### src/rtl/ifetch_unit_if.sv
// Instruction-memory request/acknowledge port between the fetch stage and imem.
interface ifetch_unit_if;
  logic        imem_req;
  logic [31:0] imem_addr;
  logic        imem_ack;
  logic [31:0] imem_rdata;

  modport master (
    output imem_req,
    output imem_addr,
    input  imem_ack,
    input  imem_rdata
  );

  modport slave (
    input  imem_req,
    input  imem_addr,
    output imem_ack,
    output imem_rdata
  );
endinterface

### src/rtl/ifetch_unit.sv
// Instruction fetch and PC sequencing for the single-cycle MIPS core.
// Fetches one word per instruction over a req/ack port, holds it for
// decode/execute, and steps the PC according to the decoder's NPCOP.
module ifetch_unit #(
  parameter logic [31:0] RESET_PC = 32'h0000_3000
) (
  input  logic                 clk,
  input  logic                 rst,
  input  logic [1:0]           npcop,
  input  logic [31:0]          rs_data,
  input  logic                 hold,
  ifetch_unit_if.master        imem,
  output logic [31:0]          instr,
  output logic [5:0]           opcode,
  output logic [5:0]           funct,
  output logic                 instr_valid,
  output logic [31:0]          pc,
  output logic [31:0]          pc_plus4,
  output logic                 fault
);

  localparam logic [1:0] ST_RST   = 2'd0;
  localparam logic [1:0] ST_FETCH = 2'd1;
  localparam logic [1:0] ST_EXEC  = 2'd2;
  localparam logic [1:0] ST_FAULT = 2'd3;

  localparam logic [1:0] NPC_SEQ    = 2'b00;
  localparam logic [1:0] NPC_BRANCH = 2'b01;
  localparam logic [1:0] NPC_JUMP   = 2'b10;
  localparam logic [1:0] NPC_JR     = 2'b11;

  logic [1:0]  state;
  logic [31:0] npc;
  logic [31:0] branch_off;

  // Decoder-facing slices and the link value are pure functions of state regs.
  always_comb begin
    opcode         = instr[31:26];
    funct          = instr[5:0];
    pc_plus4       = pc + 32'd4;
    instr_valid    = (state == ST_EXEC);
    imem.imem_req  = (state == ST_FETCH);
    imem.imem_addr = pc;
  end

  // Next-PC select from the decoder's NPCOP.
  always_comb begin
    branch_off = {{14{instr[15]}}, instr[15:0], 2'b00};
    npc        = pc_plus4;
    unique case (npcop)
      NPC_SEQ:    npc = pc_plus4;
      NPC_BRANCH: npc = pc_plus4 + branch_off;
      NPC_JUMP:   npc = {pc_plus4[31:28], instr[25:0], 2'b00};
      NPC_JR:     npc = rs_data;
      default:    npc = pc_plus4;
    endcase
  end

  // Fetch/execute sequencer; reset wins from any state and drops any pending fetch.
  always_ff @(posedge clk) begin
    if (rst) begin
      state <= ST_RST;
      pc    <= RESET_PC;
      instr <= '0;
      fault <= 1'b0;
    end else begin
      unique case (state)
        ST_RST: state <= ST_FETCH;
        ST_FETCH: begin
          if (imem.imem_ack) begin
            instr <= imem.imem_rdata;
            state <= ST_EXEC;
          end
        end
        ST_EXEC: begin
          if (!hold) begin
            // Faulting target is still committed so it is visible on pc.
            pc <= npc;
            if (npc[1:0] != 2'b00) begin
              fault <= 1'b1;
              state <= ST_FAULT;
            end else begin
              state <= ST_FETCH;
            end
          end
        end
        ST_FAULT: state <= ST_FAULT;
        default:  state <= ST_RST;
      endcase
    end
  end

endmodule

### src/flat_wrapper.sv
// flat-port wrapper written by rule: the top's interface ports become plain ports
module ifetch_unit_flat 
#(
  parameter logic [31:0] RESET_PC = 32'h0000_3000
)
  (clk, rst, npcop, rs_data, hold, instr, opcode, funct, instr_valid, pc, pc_plus4, fault, imem_imem_req, imem_imem_addr, imem_imem_ack, imem_imem_rdata);
  ifetch_unit_if imem_i ();
  input  logic clk;
  input  logic rst;
  input  logic [1:0] npcop;
  input  logic [31:0] rs_data;
  input  logic hold;
  output logic [31:0] instr;
  output logic [5:0] opcode;
  output logic [5:0] funct;
  output logic instr_valid;
  output logic [31:0] pc;
  output logic [31:0] pc_plus4;
  output logic fault;
  output wire logic [$bits(imem_i.imem_req)-1:0] imem_imem_req;
  output wire logic [$bits(imem_i.imem_addr)-1:0] imem_imem_addr;
  input wire logic [$bits(imem_i.imem_ack)-1:0] imem_imem_ack;
  input wire logic [$bits(imem_i.imem_rdata)-1:0] imem_imem_rdata;
  assign imem_imem_req = imem_i.imem_req;
  assign imem_imem_addr = imem_i.imem_addr;
  assign imem_i.imem_ack = imem_imem_ack;
  assign imem_i.imem_rdata = imem_imem_rdata;
  ifetch_unit #(.RESET_PC(RESET_PC)) u_core (.clk(clk), .rst(rst), .npcop(npcop), .rs_data(rs_data), .hold(hold), .imem(imem_i), .instr(instr), .opcode(opcode), .funct(funct), .instr_valid(instr_valid), .pc(pc), .pc_plus4(pc_plus4), .fault(fault));
endmodule
### config.mk
export PLATFORM = sky130hd
export DESIGN_NAME = ifetch_unit_flat
export DESIGN_NICKNAME = d
export VERILOG_FILES = /design/src/rtl/ifetch_unit_if.sv /design/src/rtl/ifetch_unit.sv /design/src/flat_wrapper.sv
export SDC_FILE = /design/constraint.sdc
export NUM_CORES = 1
export LEC_CHECK = 0
export CORE_MARGIN = 2
export CORE_UTILIZATION = 47
export CTS_BUF_LIST = sky130_fd_sc_hd__clkbuf_4
export DETAILED_ROUTE_END_ITERATION = 10
export PLACE_DENSITY = 0.83
export SYNTH_ARGS = -nofsm -noshare
export SYNTH_HDL_FRONTEND = slang
export SYNTH_SLANG_ARGS = --single-unit
### constraint.sdc
create_clock -name clk -period 4.6 [get_ports clk]
set_clock_uncertainty 0.1 [all_clocks]
set_input_delay 0.69 -clock clk [delete_from_list [all_inputs] [get_ports clk]]
set_output_delay 0.69 -clock clk [all_outputs]
set_load 0.02 [all_outputs]
==> run_results.csv, run 1 <==
group,metric,value,unit
outcome,status,"complete, no violations",
clocking,numCtsBuffers,9,
finish,layout_commonest_cell,"clkdlybuf4s50_1",
yosys,synth_cells,767,
finish,fillers,1151,
critical_path,worstPathRequired,4.88,ns
yosys,syn_avg_cell_area,7.73,um2
timing,setup_viol,0,
critical_path,cp-end-kind,"flop",
yosys,synth_area_leaders,"dfxtp_1, nand2_1, a21oi_1",
finish,mostFrequentLayoutCells,"clkdlybuf4s50_1, nand2_1, a21oi_1, dfxtp_1, nor2_1",
global_routing,grt_overflow_total,0,
finish,syn_to_final_growth,34.1,%
power,ir_drop,0.000164,V
floorplan,die_x,116,um
worst_hold_path,hp-class,"flop to flop",
timing,slew_violations,0,
drt,via_count,6238,
floorplan,io_pins,213,
yosys,yosysSeqAreaShare,0.226,
yosys,netlist_area,5930,um2
timing,hold_viol_final,0,
clocking,clock_sinks,67,
drt,avgRoutedWirePerCell,18.5,um
clocking,clockRootBuffer,"clkbuf_4",
timing,worst_slew_pin_slew,0.976,ns
clocking,cts-resized-gates,0,
critical_path,r2r_slack,0.39,ns
clocking,cts_buffer_depth,2,
placed_design,dpl.hpwl,15500,um
timing,setup_tns,0,ns
finish,antennaDiodeCount,0,
worst_hold_path,min_path_cells,2,
global_routing,grtUsageTotal,0.291,
yosys,synthDominantCellAreaShare,0.226,
drt,drt_iter0_markers,492,
yosys,yosysWarnings,0,
clocking,postCtsSetupBuffers,0,
critical_path,path_max_fanout,9,
yosys,yosys_most_used_dff,"dfxtp_1",
floorplan,start_util,0.476,
clocking,insertion_delay,0.47,ns
worst_hold_path,hold_path_end,"u_core.instr[24]$_SDFFE_PP0P_",
global_routing,grt_pass1_vias,5808,
critical_path,r2r_cells,13,
timing,fin_crit,4.21,ns
timing,min_period_over_period,0.915,
critical_path,reg2reg_from,"u_core.imem.imem_addr[2]$_SDFFE_PP0P_",
power,leakage,3.05,nW
placed_design,port-buffer-count,212,
drt,drt_first_pass_iters,5,
finish,final_net_count,1024,
floorplan,die-area,13500,um2
placed_design,dp_cells,1080,
critical_path,worstPathArrival,4.49,ns
critical_path,cp-start-kind,"flop",
drt,vias_per_cell,5.69,
critical_path,rr_endpoint,"u_core.imem.imem_addr[22]$_SDFFE_PP0P_",
finish,multi_input_area,4030,um2
floorplan,core,12500,um2
yosys,synth_top_cell_by_area,"dfxtp_1",
yosys,async_reset_ff_frac,0,
finish,drive_gt1_frac,0.0758,
clocking,cts_tree,"yes",
timing,max_slew_margin,0.348,
finish,final_cell_count_no_fill,1096,
yosys,ys_seq_elements,67,
placed_design,place.gp.congestion,0.915,
yosys,synth_edf_count,0,
floorplan,rows,41,
floorplan,die_h,116,um
drt,drc,0,
worst_hold_path,hold_start,"u_core.instr[24]$_SDFFE_PP0P_",
yosys,syn_nets,872,
clocking,ctsHoldBuffers,0,
timing,rsz0062_at_grt,"no",
global_routing,antenna_found_initial,0,
global_routing,grt_max_degree,60,
clocking,clk_pin_slew,0.14,ns
global_routing,grt_pass1_wl,30300,um
flow_run,maxCapViolCount,0,
power,powerDensity,176,nW/um2
critical_path,crit_type,"flop to flop",
drt,ant_nets,0,
clocking,htree_num_levels,3,
drt,wl,20200,um
timing,max_freq,238,MHz
yosys,synth_cell_types,77,
finish,regArea,1340,um2
cells by family (layout without fill, tap and decap cells):
| family | Yosys count | count (layout) | synth area share |
|---|---|---|---|
| and+or+nand+nor | 278 | 278 | 0.225 |
| DFF | 67 | 67 | 0.226 |
| adders and majority gates | 35 | 35 | 0.0751 |
| xor gates and xnor gates | 54 | 54 | 0.0855 |
| muxes | 26 | 26 | 0.0640 |
| AOI/OAI and AO/OA | 211 | 211 | 0.229 |
| buffers and inverters | 96 | 253 | 0.0956 |
stage by stage:
stage | utilization | hold slack [ns] | power, mW | area (um2) | setup slack (ns)
final | 0.638 | 0.380 | 1.40 | 7950 | 0.391
after global routing | 0.638 | 0.396 | 1.46 | 7950 | 0.120
after CTS | 0.638 | 0.381 | 1.40 | 7950 | 0.436
after detailed placement | 0.628 | 0.361 | 1.03 | 7830 | 0.471
after global placement | 0.628 | 0.356 | 1.03 | 7830 | 0.676
after floorplan | - | 0.378 | 0.862 | 5930 | 0.648
how the worst max path moves through the flow:
stage | startpoint | end | slack (ns) | depth (start not counted)
floorplan | u_core.imem.imem_addr[4]$_SDFFE_PP0P_ | u_core.imem.imem_addr[22]$_SDFFE_PP0P_ | 0.65 | 13
global placement | u_core.imem.imem_addr[2]$_SDFFE_PP0P_ | u_core.imem.imem_addr[22]$_SDFFE_PP0P_ | 0.68 | 13
detailed placement | u_core.imem.imem_addr[2]$_SDFFE_PP0P_ | u_core.imem.imem_addr[22]$_SDFFE_PP0P_ | 0.47 | 13
CTS | u_core.imem.imem_addr[2]$_SDFFE_PP0P_ | u_core.imem.imem_addr[22]$_SDFFE_PP0P_ | 0.44 | 13
global route | u_core.imem.imem_addr[2]$_SDFFE_PP0P_ | u_core.imem.imem_addr[22]$_SDFFE_PP0P_ | 0.12 | 13
finish | u_core.imem.imem_addr[2]$_SDFFE_PP0P_ | u_core.imem.imem_addr[22]$_SDFFE_PP0P_ | 0.39 | 13
power breakdown:
group / total, mW / internal, mW / switching (mW)
registers: 0.633 / 0.601 / 0.0316
clock network: 0.374 / 0.112 / 0.262
logic: 0.392 / 0.187 / 0.205
total: 1.40 / 0.900 / 0.499
routing by layer:
metal / wire, um / vias to the layer above / global-route usage / part of all wire
met3: 1440 / 38 / 0.0643 / 0.071
met4: 570 / 0 / 0.102 / 0.028
met1: 8240 / 2947 / 0.351 / 0.41
li1: - / 2988 / - / -
met5: 0 / - / 0 / 0
met2: 9980 / 265 / 0.510 / 0.49
registers in the layout (all words and copies together) (netlist names):
| register | cells |
|---|---|
| u_core.imem.imem_addr | 32 |
| u_core.instr | 32 |
| u_core.state | 2 |
| u_core.fault | 1 |
final cells by class:
class                      instances  area share
inverter                          14     0.00661
tap                              172      0.0271
multi-input combinational        604       0.506
clock buffer                       9     0.00850
clock inverter                     7     0.00645
timing repair buffer             223       0.276
sequential                        67       0.169
cells in the mapped netlist, types with 15 or more instances:
| master | instances |
|---|---|
| xnor2_1 | 34 |
| a21oi_1 | 87 |
| buf_4 | 47 |
| nand3_1 | 19 |
| dfxtp_1 | 67 |
| o21ai_0 | 32 |
| nor2_1 | 56 |
| mux2i_1 | 15 |
| ha_1 | 34 |
| nand2_1 | 129 |
| clkbuf_1 | 22 |
| xor2_1 | 17 |
critical path: stages, from the launching register on:
cell	delay, ns
dfxtp_1	0.51
ha_1	0.36
nand4_4	0.18
nor2_1	0.40
and3_1	0.28
xor2_1	0.10
ha_1	0.39
nand4_1	0.30
nor2_1	0.25
nand4_1	0.15
a31oi_1	0.33
xor2_1	0.10
mux4_2	0.46
a22o_1	0.21
Note: power is estimated with default switching activity, not from simulation.
==> run 2: changes to the inputs <==
GPL_TIMING_DRIVEN = 0   (was not set)
==> run_results.csv, run 2 (same netlist as run 1, synthesis figures left out) <==
group,metric,value,unit
drt,avgRoutedWirePerCell,18.4,um
clocking,clockRootBuffer,"clkbuf_4",
finish,layout_commonest_cell,"clkdlybuf4s50_1",
critical_path,path_max_fanout,9,
timing,slew_violations,0,
finish,final_net_count,1095,
timing,max_slew_margin,0.379,
drt,drt_first_pass_iters,5,
global_routing,grt_pass1_vias,6185,
placed_design,dp_cells,1151,
timing,setup_tns,0,ns
worst_hold_path,hp-class,"flop to flop",
timing,max_freq,237,MHz
clocking,htree_num_levels,3,
clocking,clock_sinks,67,
floorplan,die_h,116,um
drt,ant_nets,0,
timing,rsz0062_at_grt,"no",
finish,regArea,1340,um2
critical_path,cp-start-kind,"flop",
global_routing,antenna_found_initial,0,
clocking,cts_tree,"yes",
clocking,cts_buffer_depth,2,
timing,hold_viol_final,0,
critical_path,worstPathRequired,4.85,ns
placed_design,place.gp.congestion,0.949,
clocking,numCtsBuffers,9,
timing,fin_crit,4.23,ns
placed_design,port-buffer-count,212,
placed_design,dpl.hpwl,16800,um
timing,min_period_over_period,0.919,
finish,multi_input_area,4020,um2
drt,drc,0,
finish,drive_gt1_frac,0.112,
global_routing,grt_max_degree,20,
finish,syn_to_final_growth,41.4,%
power,p_seq_frac,0.450,
timing,setup_viol,0,
floorplan,rows,41,
clocking,postCtsSetupBuffers,0,
power,p_clk_frac,0.251,
clocking,insertion_delay,0.44,ns
power,ir_drop,0.000109,V
floorplan,die-area,13500,um2
floorplan,io_pins,213,
power,finalPower,1.41,mW
critical_path,cp-end-kind,"flop",
power,powerDensity,168,nW/um2
drt,vias_per_cell,5.66,
power,leakage,3.35,nW
flow_run,maxCapViolCount,0,
timing,worst_slew_pin_slew,0.930,ns
drt,drt_iter0_markers,503,
outcome,status,"complete, no violations",
finish,antennaDiodeCount,0,
drt,wl,21400,um
global_routing,grt_pass1_wl,32300,um
finish,mostFrequentLayoutCells,"clkdlybuf4s50_1, nand2_1, a21oi_1, dfxtp_1, nor2_1",
power,switching_share,0.343,
global_routing,grt_overflow_total,0,
power,combPwrFrac,0.298,
global_routing,grtUsageTotal,0.310,
floorplan,start_util,0.476,
floorplan,core,12500,um2
floorplan,die_x,116,um
power,internal_power,0.923,mW
finish,final_cell_count_no_fill,1167,
clocking,clk_pin_slew,0.13,ns
critical_path,worstPathArrival,4.47,ns
power,p_sw,0.482,mW
finish,fillers,1066,
drt,via_count,6610,
critical_path,crit_type,"flop to flop",
-- run 2: stage by stage --
| stage | hold slack (ns) | worst slack (ns) | cell area, um2 | utilization |
|---|---|---|---|---|
| global route | 0.396 | 0.0997 | 8380 | 0.672 |
| finish | 0.383 | 0.374 | 8380 | 0.672 |
| global placement | 0.359 | 0.329 | 8270 | 0.663 |
| detailed placement | 0.365 | 0.323 | 8270 | 0.663 |
| floorplan | 0.378 | 0.648 | 5930 | - |
| CTS | 0.380 | 0.313 | 8380 | 0.672 |
-- run 2: final timing paths --
| kind | startpoint | end | slack, ns | depth (start not counted) |
|---|---|---|---|---|
| max | u_core.imem.imem_addr[2]$_SDFFE_PP0P_ | u_core.imem.imem_addr[22]$_SDFFE_PP0P_ | 0.37 | 13 |
| min | u_core.instr[21]$_SDFFE_PP0P_ | u_core.instr[21]$_SDFFE_PP0P_ | 0.38 | 2 |
| max reg2reg | u_core.imem.imem_addr[2]$_SDFFE_PP0P_ | u_core.imem.imem_addr[22]$_SDFFE_PP0P_ | 0.37 | 13 |
| min reg2reg | u_core.instr[21]$_SDFFE_PP0P_ | u_core.instr[21]$_SDFFE_PP0P_ | 0.38 | 2 |
-- run 2: worst max-delay path, cell delays in order (launching register included) --
cell and delay [ns]:
dfxtp_1 0.54, ha_1 0.41, nand4_4 0.20, nor2_2 0.28
and3_1 0.26, xor2_1 0.12, ha_1 0.40, nand4_1 0.33
nor3_1 0.34, nor4_1 0.08, a31oi_1 0.29, xor2_1 0.15
mux4_2 0.46, a22o_1 0.20
-- run 2: what timing repair did --
item,4_1_cts,5_1_grt
setup endpoints to repair,0,1
resized for setup,0,1
hold buffers,0,0
-- run 2: final cells by class --
class / count / area share
Multi-Input combinational cell: 604 / 0.480
Timing Repair Buffer: 212 / 0.253
Sequential cell: 67 / 0.160
Buffer: 82 / 0.0614
Tap cell: 172 / 0.0257
Clock buffer: 11 / 0.00985
Inverter: 14 / 0.00627
Clock inverter: 5 / 0.00358
-- run 2: power groups by stage --
stage | combinational [mW] | clock, mW | sequential [mW]
after floorplan | 0.202 | 0 | 0.659
after global placement | 0.410 | 0 | 0.645
after detailed placement | 0.414 | 0 | 0.645
after CTS | 0.416 | 0.353 | 0.632
after global routing | 0.447 | 0.379 | 0.636
final | 0.419 | 0.353 | 0.633
-- run 2: routing by layer --
layer  global-route usage  routed length (um)
met5                    0                   0
met4                0.126                 772
met3               0.0701                1880
met2                0.529               10300
met1                0.378                8440
